### src/rtl/pipeline_hazard_ctrl_pkg.sv
// Shared types and default sizing for the pipeline hazard/stall controller.
package hazard_pkg;
    localparam int REG_W           = 5;
    localparam int MEM_TIMEOUT_DEF = 15;
    localparam int CNT_W_DEF       = 16;

    typedef enum logic [1:0] {
        RUN      = 2'd0,
        MEM_WAIT = 2'd1,
        ERROR    = 2'd2
    } hz_state_t;
endpackage

### src/rtl/pipeline_hazard_ctrl_if.sv
// Pipeline-side bundle: hazard inputs from ID/EX/MEM and the register enable/flush controls.
interface pipeline_hazard_ctrl_if #(
    parameter int REG_W = hazard_pkg::REG_W,
    parameter int CNT_W = hazard_pkg::CNT_W_DEF
);
    // mem_req/mem_ready form a level handshake: an access completes in any cycle
    // where both are high; mem_req with mem_ready low means the pipeline must hold.
    logic [REG_W-1:0] id_rs;
    logic [REG_W-1:0] id_rt;
    logic             id_uses_rt;
    logic [REG_W-1:0] idex_rt;
    logic             idex_memread;
    logic             exmem_branch_taken;
    logic             mem_req;
    logic             mem_ready;
    logic             pc_en;
    logic             ifid_en;
    logic             idex_en;
    logic             exmem_en;
    logic             memwb_en;
    logic             ifid_flush;
    logic             idex_flush;
    logic             exmem_flush;
    logic             mem_timeout;
    logic [CNT_W-1:0] stall_cycles;

    modport master (
        output id_rs, id_rt, id_uses_rt, idex_rt, idex_memread, exmem_branch_taken,
               mem_req, mem_ready,
        input  pc_en, ifid_en, idex_en, exmem_en, memwb_en,
               ifid_flush, idex_flush, exmem_flush, mem_timeout, stall_cycles
    );

    modport slave (
        input  id_rs, id_rt, id_uses_rt, idex_rt, idex_memread, exmem_branch_taken,
               mem_req, mem_ready,
        output pc_en, ifid_en, idex_en, exmem_en, memwb_en,
               ifid_flush, idex_flush, exmem_flush, mem_timeout, stall_cycles
    );
endinterface

### src/rtl/pipeline_hazard_ctrl_sat_counter.sv
// Saturating up-counter with asynchronous active-low clear.
module sat_counter #(
    parameter int W = 16
) (
    input  logic         clk,
    input  logic         reset,
    input  logic         inc,
    output logic [W-1:0] count
);
    always_ff @(posedge clk or negedge reset) begin
        if (!reset) begin
            count <= '0;
        end else if (inc && (count != '1)) begin
            count <= count + 1'b1;
        end
    end
endmodule

### src/rtl/pipeline_hazard_ctrl.sv
// Load-use bubble, MEM-stage branch flush and memory-freeze controller with timeout.
module pipeline_hazard_ctrl
    import hazard_pkg::*;
#(
    parameter int MEM_TIMEOUT = MEM_TIMEOUT_DEF,
    parameter int CNT_W       = CNT_W_DEF
) (
    input  logic                   clk,
    input  logic                   reset,
    pipeline_hazard_ctrl_if.slave  bus,
    output hz_state_t              state
);
    localparam int WAIT_W = $clog2(MEM_TIMEOUT + 1);

    hz_state_t         state_q, state_d;
    logic [WAIT_W-1:0] wait_q, wait_d;
    logic              timeout_q;
    logic              load_use, active, stall_inc;
    logic              pc_en, ifid_en, idex_en, exmem_en, memwb_en;
    logic              ifid_flush, idex_flush, exmem_flush;

    always_ff @(posedge clk or negedge reset) begin
        if (!reset) begin
            state_q   <= RUN;
            wait_q    <= '0;
            timeout_q <= 1'b0;
        end else begin
            state_q   <= state_d;
            wait_q    <= wait_d;
            timeout_q <= (state_d == ERROR);
        end
    end

    always_comb begin
        state_d = state_q;
        wait_d  = wait_q;
        case (state_q)
            RUN: begin
                if (bus.mem_req && !bus.mem_ready) begin
                    state_d = MEM_WAIT;
                    wait_d  = WAIT_W'(1);
                end
            end
            MEM_WAIT: begin
                if (bus.mem_ready) begin
                    state_d = RUN;
                    wait_d  = '0;
                end else if (wait_q == WAIT_W'(MEM_TIMEOUT)) begin
                    state_d = ERROR;
                end else begin
                    wait_d = wait_q + 1'b1;
                end
            end
            ERROR:   state_d = ERROR;
            default: state_d = RUN;
        endcase
    end

    assign load_use = bus.idex_memread && (bus.idex_rt != '0) &&
                      ((bus.idex_rt == bus.id_rs) ||
                       (bus.id_uses_rt && (bus.idex_rt == bus.id_rt)));

    // The release cycle of a freeze behaves exactly like a RUN cycle.
    assign active = reset &&
                    (((state_q == RUN) && !(bus.mem_req && !bus.mem_ready)) ||
                     ((state_q == MEM_WAIT) && bus.mem_ready));

    always_comb begin
        pc_en       = 1'b0;
        ifid_en     = 1'b0;
        idex_en     = 1'b0;
        exmem_en    = 1'b0;
        memwb_en    = 1'b0;
        ifid_flush  = 1'b0;
        idex_flush  = 1'b0;
        exmem_flush = 1'b0;
        if (active) begin
            pc_en    = 1'b1;
            ifid_en  = 1'b1;
            idex_en  = 1'b1;
            exmem_en = 1'b1;
            memwb_en = 1'b1;
            if (bus.exmem_branch_taken) begin
                ifid_flush  = 1'b1;
                idex_flush  = 1'b1;
                exmem_flush = 1'b1;
            end else if (load_use) begin
                pc_en      = 1'b0;
                ifid_en    = 1'b0;
                idex_flush = 1'b1;
            end
        end
    end

    assign stall_inc = reset && !pc_en && (state_q != ERROR);

    sat_counter #(.W(CNT_W)) u_stall_cnt (
        .clk   (clk),
        .reset (reset),
        .inc   (stall_inc),
        .count (bus.stall_cycles)
    );

    assign bus.pc_en       = pc_en;
    assign bus.ifid_en     = ifid_en;
    assign bus.idex_en     = idex_en;
    assign bus.exmem_en    = exmem_en;
    assign bus.memwb_en    = memwb_en;
    assign bus.ifid_flush  = ifid_flush;
    assign bus.idex_flush  = idex_flush;
    assign bus.exmem_flush = exmem_flush;
    assign bus.mem_timeout = timeout_q;
    assign state           = state_q;
endmodule

### src/flat_wrapper.sv
// flat-port wrapper written by rule: the top's interface ports become plain ports
module pipeline_hazard_ctrl_flat import hazard_pkg::*;
#(
    parameter int MEM_TIMEOUT = MEM_TIMEOUT_DEF,
    parameter int CNT_W       = CNT_W_DEF
)
  (clk, reset, state, bus_id_rs, bus_id_rt, bus_id_uses_rt, bus_idex_rt, bus_idex_memread, bus_exmem_branch_taken, bus_mem_req, bus_mem_ready, bus_pc_en, bus_ifid_en, bus_idex_en, bus_exmem_en, bus_memwb_en, bus_ifid_flush, bus_idex_flush, bus_exmem_flush, bus_mem_timeout, bus_stall_cycles);
  pipeline_hazard_ctrl_if #(.REG_W(5), .CNT_W(CNT_W)) bus_i ();
  input  logic clk;
  input  logic reset;
  output hz_state_t state;
  input wire logic [$bits(bus_i.id_rs)-1:0] bus_id_rs;
  input wire logic [$bits(bus_i.id_rt)-1:0] bus_id_rt;
  input wire logic [$bits(bus_i.id_uses_rt)-1:0] bus_id_uses_rt;
  input wire logic [$bits(bus_i.idex_rt)-1:0] bus_idex_rt;
  input wire logic [$bits(bus_i.idex_memread)-1:0] bus_idex_memread;
  input wire logic [$bits(bus_i.exmem_branch_taken)-1:0] bus_exmem_branch_taken;
  input wire logic [$bits(bus_i.mem_req)-1:0] bus_mem_req;
  input wire logic [$bits(bus_i.mem_ready)-1:0] bus_mem_ready;
  output wire logic [$bits(bus_i.pc_en)-1:0] bus_pc_en;
  output wire logic [$bits(bus_i.ifid_en)-1:0] bus_ifid_en;
  output wire logic [$bits(bus_i.idex_en)-1:0] bus_idex_en;
  output wire logic [$bits(bus_i.exmem_en)-1:0] bus_exmem_en;
  output wire logic [$bits(bus_i.memwb_en)-1:0] bus_memwb_en;
  output wire logic [$bits(bus_i.ifid_flush)-1:0] bus_ifid_flush;
  output wire logic [$bits(bus_i.idex_flush)-1:0] bus_idex_flush;
  output wire logic [$bits(bus_i.exmem_flush)-1:0] bus_exmem_flush;
  output wire logic [$bits(bus_i.mem_timeout)-1:0] bus_mem_timeout;
  output wire logic [$bits(bus_i.stall_cycles)-1:0] bus_stall_cycles;
  assign bus_i.id_rs = bus_id_rs;
  assign bus_i.id_rt = bus_id_rt;
  assign bus_i.id_uses_rt = bus_id_uses_rt;
  assign bus_i.idex_rt = bus_idex_rt;
  assign bus_i.idex_memread = bus_idex_memread;
  assign bus_i.exmem_branch_taken = bus_exmem_branch_taken;
  assign bus_i.mem_req = bus_mem_req;
  assign bus_i.mem_ready = bus_mem_ready;
  assign bus_pc_en = bus_i.pc_en;
  assign bus_ifid_en = bus_i.ifid_en;
  assign bus_idex_en = bus_i.idex_en;
  assign bus_exmem_en = bus_i.exmem_en;
  assign bus_memwb_en = bus_i.memwb_en;
  assign bus_ifid_flush = bus_i.ifid_flush;
  assign bus_idex_flush = bus_i.idex_flush;
  assign bus_exmem_flush = bus_i.exmem_flush;
  assign bus_mem_timeout = bus_i.mem_timeout;
  assign bus_stall_cycles = bus_i.stall_cycles;
  pipeline_hazard_ctrl #(.MEM_TIMEOUT(MEM_TIMEOUT), .CNT_W(CNT_W)) u_core (.clk(clk), .reset(reset), .bus(bus_i), .state(state));
endmodule
### config.mk
export PLATFORM = sky130hd
export DESIGN_NAME = pipeline_hazard_ctrl_flat
export DESIGN_NICKNAME = d
export VERILOG_FILES = /design/src/rtl/pipeline_hazard_ctrl_pkg.sv /design/src/rtl/pipeline_hazard_ctrl_if.sv /design/src/rtl/pipeline_hazard_ctrl_sat_counter.sv /design/src/rtl/pipeline_hazard_ctrl.sv /design/src/flat_wrapper.sv
export SDC_FILE = /design/constraint.sdc
export NUM_CORES = 1
export LEC_CHECK = 0
export ABC_CLOCK_PERIOD_IN_PS = 5800
export CORE_AREA = 4 4 50 74
export DETAILED_ROUTE_END_ITERATION = 16
export DIE_AREA = 0 0 54 78
export HOLD_SLACK_MARGIN = 0.05
export PLACE_DENSITY = 0.82
export SLEW_MARGIN = 20
export SYNTH_ARGS = -nofsm -noshare
export SYNTH_HDL_FRONTEND = slang
export SYNTH_SLANG_ARGS = --single-unit
### constraint.sdc
create_clock -name clk -period 5.8 [get_ports clk]
set_clock_uncertainty 0.15 [all_clocks]
set_input_delay 1.16 -clock clk [delete_from_list [all_inputs] [get_ports clk]]
set_output_delay 1.16 -clock clk [all_outputs]
set_load 0.03 [all_outputs]
==> qor.csv <==
stage,metric,value,unit
logic_synthesis,yosys.area.top_type,dfrtp_1,
timing,finalHoldWorstSlack,0.351,ns
global_routing,antenna_found_initial,0,
critical_path,path_cells,"clkdlybuf4s50_1, or4_2, o21ai_2, o31ai_4, buf_4, inv_1, clkdlybuf4s50_1",
detailed_routing,wirelength,3140,um
timing,rsz0062_at_grt,false,
pwr,power.density,260,nW/um^2
critical_path,cp.buffers_inverters,4,
logic_synthesis,synthXorXnorAreaFrac,16.4,%
logic_synthesis,ys_seq_area_share,40.1,%
detailed_routing,ant_nets,0,
critical_path,path_delay_family,buffers and inverters,
logic_synthesis,synthesis.nets,166,
critical_path,slowest_delay,0.69,ns
clocking,clk_latency,0.27,ns
place,dp_hpwl,2510,um
logic_synthesis,yosys.area.top_type_share,40.1,%
die,start_util,46.4,%
place,globalplace.congestion,0.798,
pwr,ir_worst_vdd,0.193,mV
die,core,3100,um^2
logic_synthesis,synth_simple_gate_area_share,27.8,%
logic_synthesis,avgSynthCellArea,10.1,um^2
clocking,htreeDepth,1,
global_routing,grt_first_pass_wirelength,5170,um
clocking,cts_tree,built,
logic_synthesis,synth_edf_count,0,
timing,final_max_slew_viol_count,0,
logic_synthesis,yosys-mux-area-fraction,1.05,%
logic_synthesis,synth_area_leaders,"dfrtp_1, xnor2_1, xor2_1",
critical_path,cp_common_cell,clkdlybuf4s50_1,
detailed_routing,vias_per_cell,5.20,
logic_synthesis,synth_compound_area_share,7.93,%
detailed_routing,drc,0,
pwr,leakage,0.793,nW
timing,setup_violations,0,
logic_synthesis,synth.distinct_cells,39,
global_routing,grt_max_degree,25,
timing,min_period_over_period,84.0,%
clocking,cts_buffer_depth,2,
layout,design_area,1970,um^2
detailed_routing,wl_per_cell,13.6,um
run_status,status,"complete, no violations",
timing,tightest_slew,0.434,ns
critical_path,cp_max_fo,16,
clocking,clkSinkCount,23,
logic_synthesis,syn_area,1440,um^2
global_routing,grt-ovfl-total,0,
place,numPortBuffers,48,
critical_path,critPathArrivalTime,3.56,ns
critical_path,crit_type,in -> out,
logic_synthesis,yosys_warnings,0,
logic_synthesis,synth_flop_cell,dfrtp_1,
detailed_routing,num_vias,1195,
clocking,cts_setup_buffers,0,
critical_path,start_kind,primary input,
die,die_area,4210,um^2
clocking,hold_buffers,0,
layout,nNetsFinal,215,
place,dpl_cell_area,1930,um^2
clocking,cts_buffers,3,
critical_path,cp.required,4.49,ns
logic_synthesis,syn_inst,142,
clocking,clk_pin_slew,0.08,ns
clocking,cts-root-buf,clkbuf_8,
timing,slew_headroom,70.3,%
timing,clock.fmax,0.205,GHz
job,maxCapViolCount,0,
global_routing,grt_pass1_vias,1207,
timing,fin_setup_tns,0,ns
die,rows,25,
logic_synthesis,synth_top_family_by_area,simple AND/OR/NAND/NOR gates,
detailed_routing,drtPass1Iterations,4,
logic_synthesis,synth-seq-cells,23,
die,ios,49,
logic_synthesis,synth_fa_ha_area_share,1.74,%
die,die_h,78,um
detailed_routing,drt_iter0_drc,28,
critical_path,r2r_slack,3.46,ns
layout,fin_util,63.7,%
layout,diodes,0,
layout,drive_gt1_share,11.6,%
pwr,power.total,0.000513,W
die,fp.dieW,54,um
global_routing,gr-usage-all-layers,16.6,%
timing,hold_viol,0,
clocking,cts_resized,0,
critical_path,slowest_stage,or4_2,
critical_path,endpoint_kind,output port,
layout,area_growth_syn_to_layout,37.4,%
timing,period_minus_slack,4.87,ns
logic_synthesis,async_reset_ff_share,100,%
min_path,min_path_type,reg -> reg,
## synthesized netlist by cell type (2+ instances only)
cell and instances:
and2_1 2, and3_1 4, buf_4 4, dfrtp_1 23, ha_1 2, inv_1 3
nand2_1 15, nand3_1 7, nand3_2 8, nand4_1 3, nand4b_1 2, nor2_1 12
nor3_1 4, o21a_1 2, o21ai_0 4, xnor2_1 14, xor2_1 11
## cell usage in the layout (no fill, tap or decap), types with 2 or more instances in the layout
cell / netlist / layout
nand3_2: 8 / 8
nor3_1: 4 / 4
o21ai_0: 4 / 4
nand4b_1: 2 / 2
o21a_1: 2 / 2
clkdlybuf4s50_1: 0 / 48
xnor2_1: 14 / 14
clkbuf_8: 0 / 3
ha_1: 2 / 2
inv_1: 3 / 3
dfrtp_1: 23 / 23
and2_1: 2 / 2
xor2_1: 11 / 11
and3_1: 4 / 4
nand2_1: 15 / 15
nor2_1: 12 / 12
nand3_1: 7 / 7
nand4_1: 3 / 3
buf_4: 4 / 3
## logic make-up (layout without fill, tap and decap cells)
kind of cell    count (synthesis)  in the layout
simple gates                   66             66
buf+inv                        10             58
xor+xnor                       26             26
mux                             1              1
flops                          23             23
fa+ha+maj                       2              2
compound gates                 14             14
## area by class of cell
cell class                      count  area [um^2]
Multi-Input combinational cell    109          788
Tap cell                           40         50.0
Sequential cell                    23          576
Fill cell                         250         1120
Timing Repair Buffer               51          503
Clock buffer                        4         45.0
Inverter                            3         11.3
## sequential cells by signal (all words and copies together), names as in the netlist
name	flops
u_core.wait_q	4
u_core.state	2
u_core.u_stall_cnt.count	16
u_core.bus.mem_timeout	1
## final timing paths
check | to | from | cells after the start
hold reg to reg | u_core.u_stall_cnt.count[10] | u_core.u_stall_cnt.count[10] | 1
min in group asynchronous | u_core.u_stall_cnt.count[12] | reset | 2
max in group asynchronous | u_core.wait_q[2] | reset | 2
setup / recovery | bus_ifid_en | bus_idex_rt[0] | 7
setup reg to reg | u_core.u_stall_cnt.count[1] | u_core.u_stall_cnt.count[0] | 8
hold / removal | u_core.u_stall_cnt.count[10] | u_core.u_stall_cnt.count[10] | 1
## routing by layer
| layer | global-route usage [%] | vias up | part of all wire (%) |
|---|---|---|---|
| met4 | 8.98 | 0 | 2.3 |
| li1 | - | 588 | - |
| met1 | 18.1 | 553 | 38 |
| met2 | 28.5 | 50 | 52 |
| met3 | 3.45 | 4 | 7.0 |
| met5 | 0 | - | 0 |
## power by group
| part | total, W | internal, W | switching, W |
|---|---|---|---|
| clock | 0.0000987 | 0.0000491 | 0.0000496 |
| sequential | 0.000216 | 0.000185 | 0.0000314 |
| combinational | 0.000198 | 0.0000929 | 0.000105 |
## metrics by stage
stage                     cells  worst slack, ns
after floorplan             142             1.75
after global placement      226            0.952
after detailed placement    226            0.921
after CTS                   230            0.921
after global routing        230            0.868
final                       230            0.931
(Power assumes the default switching activity.)
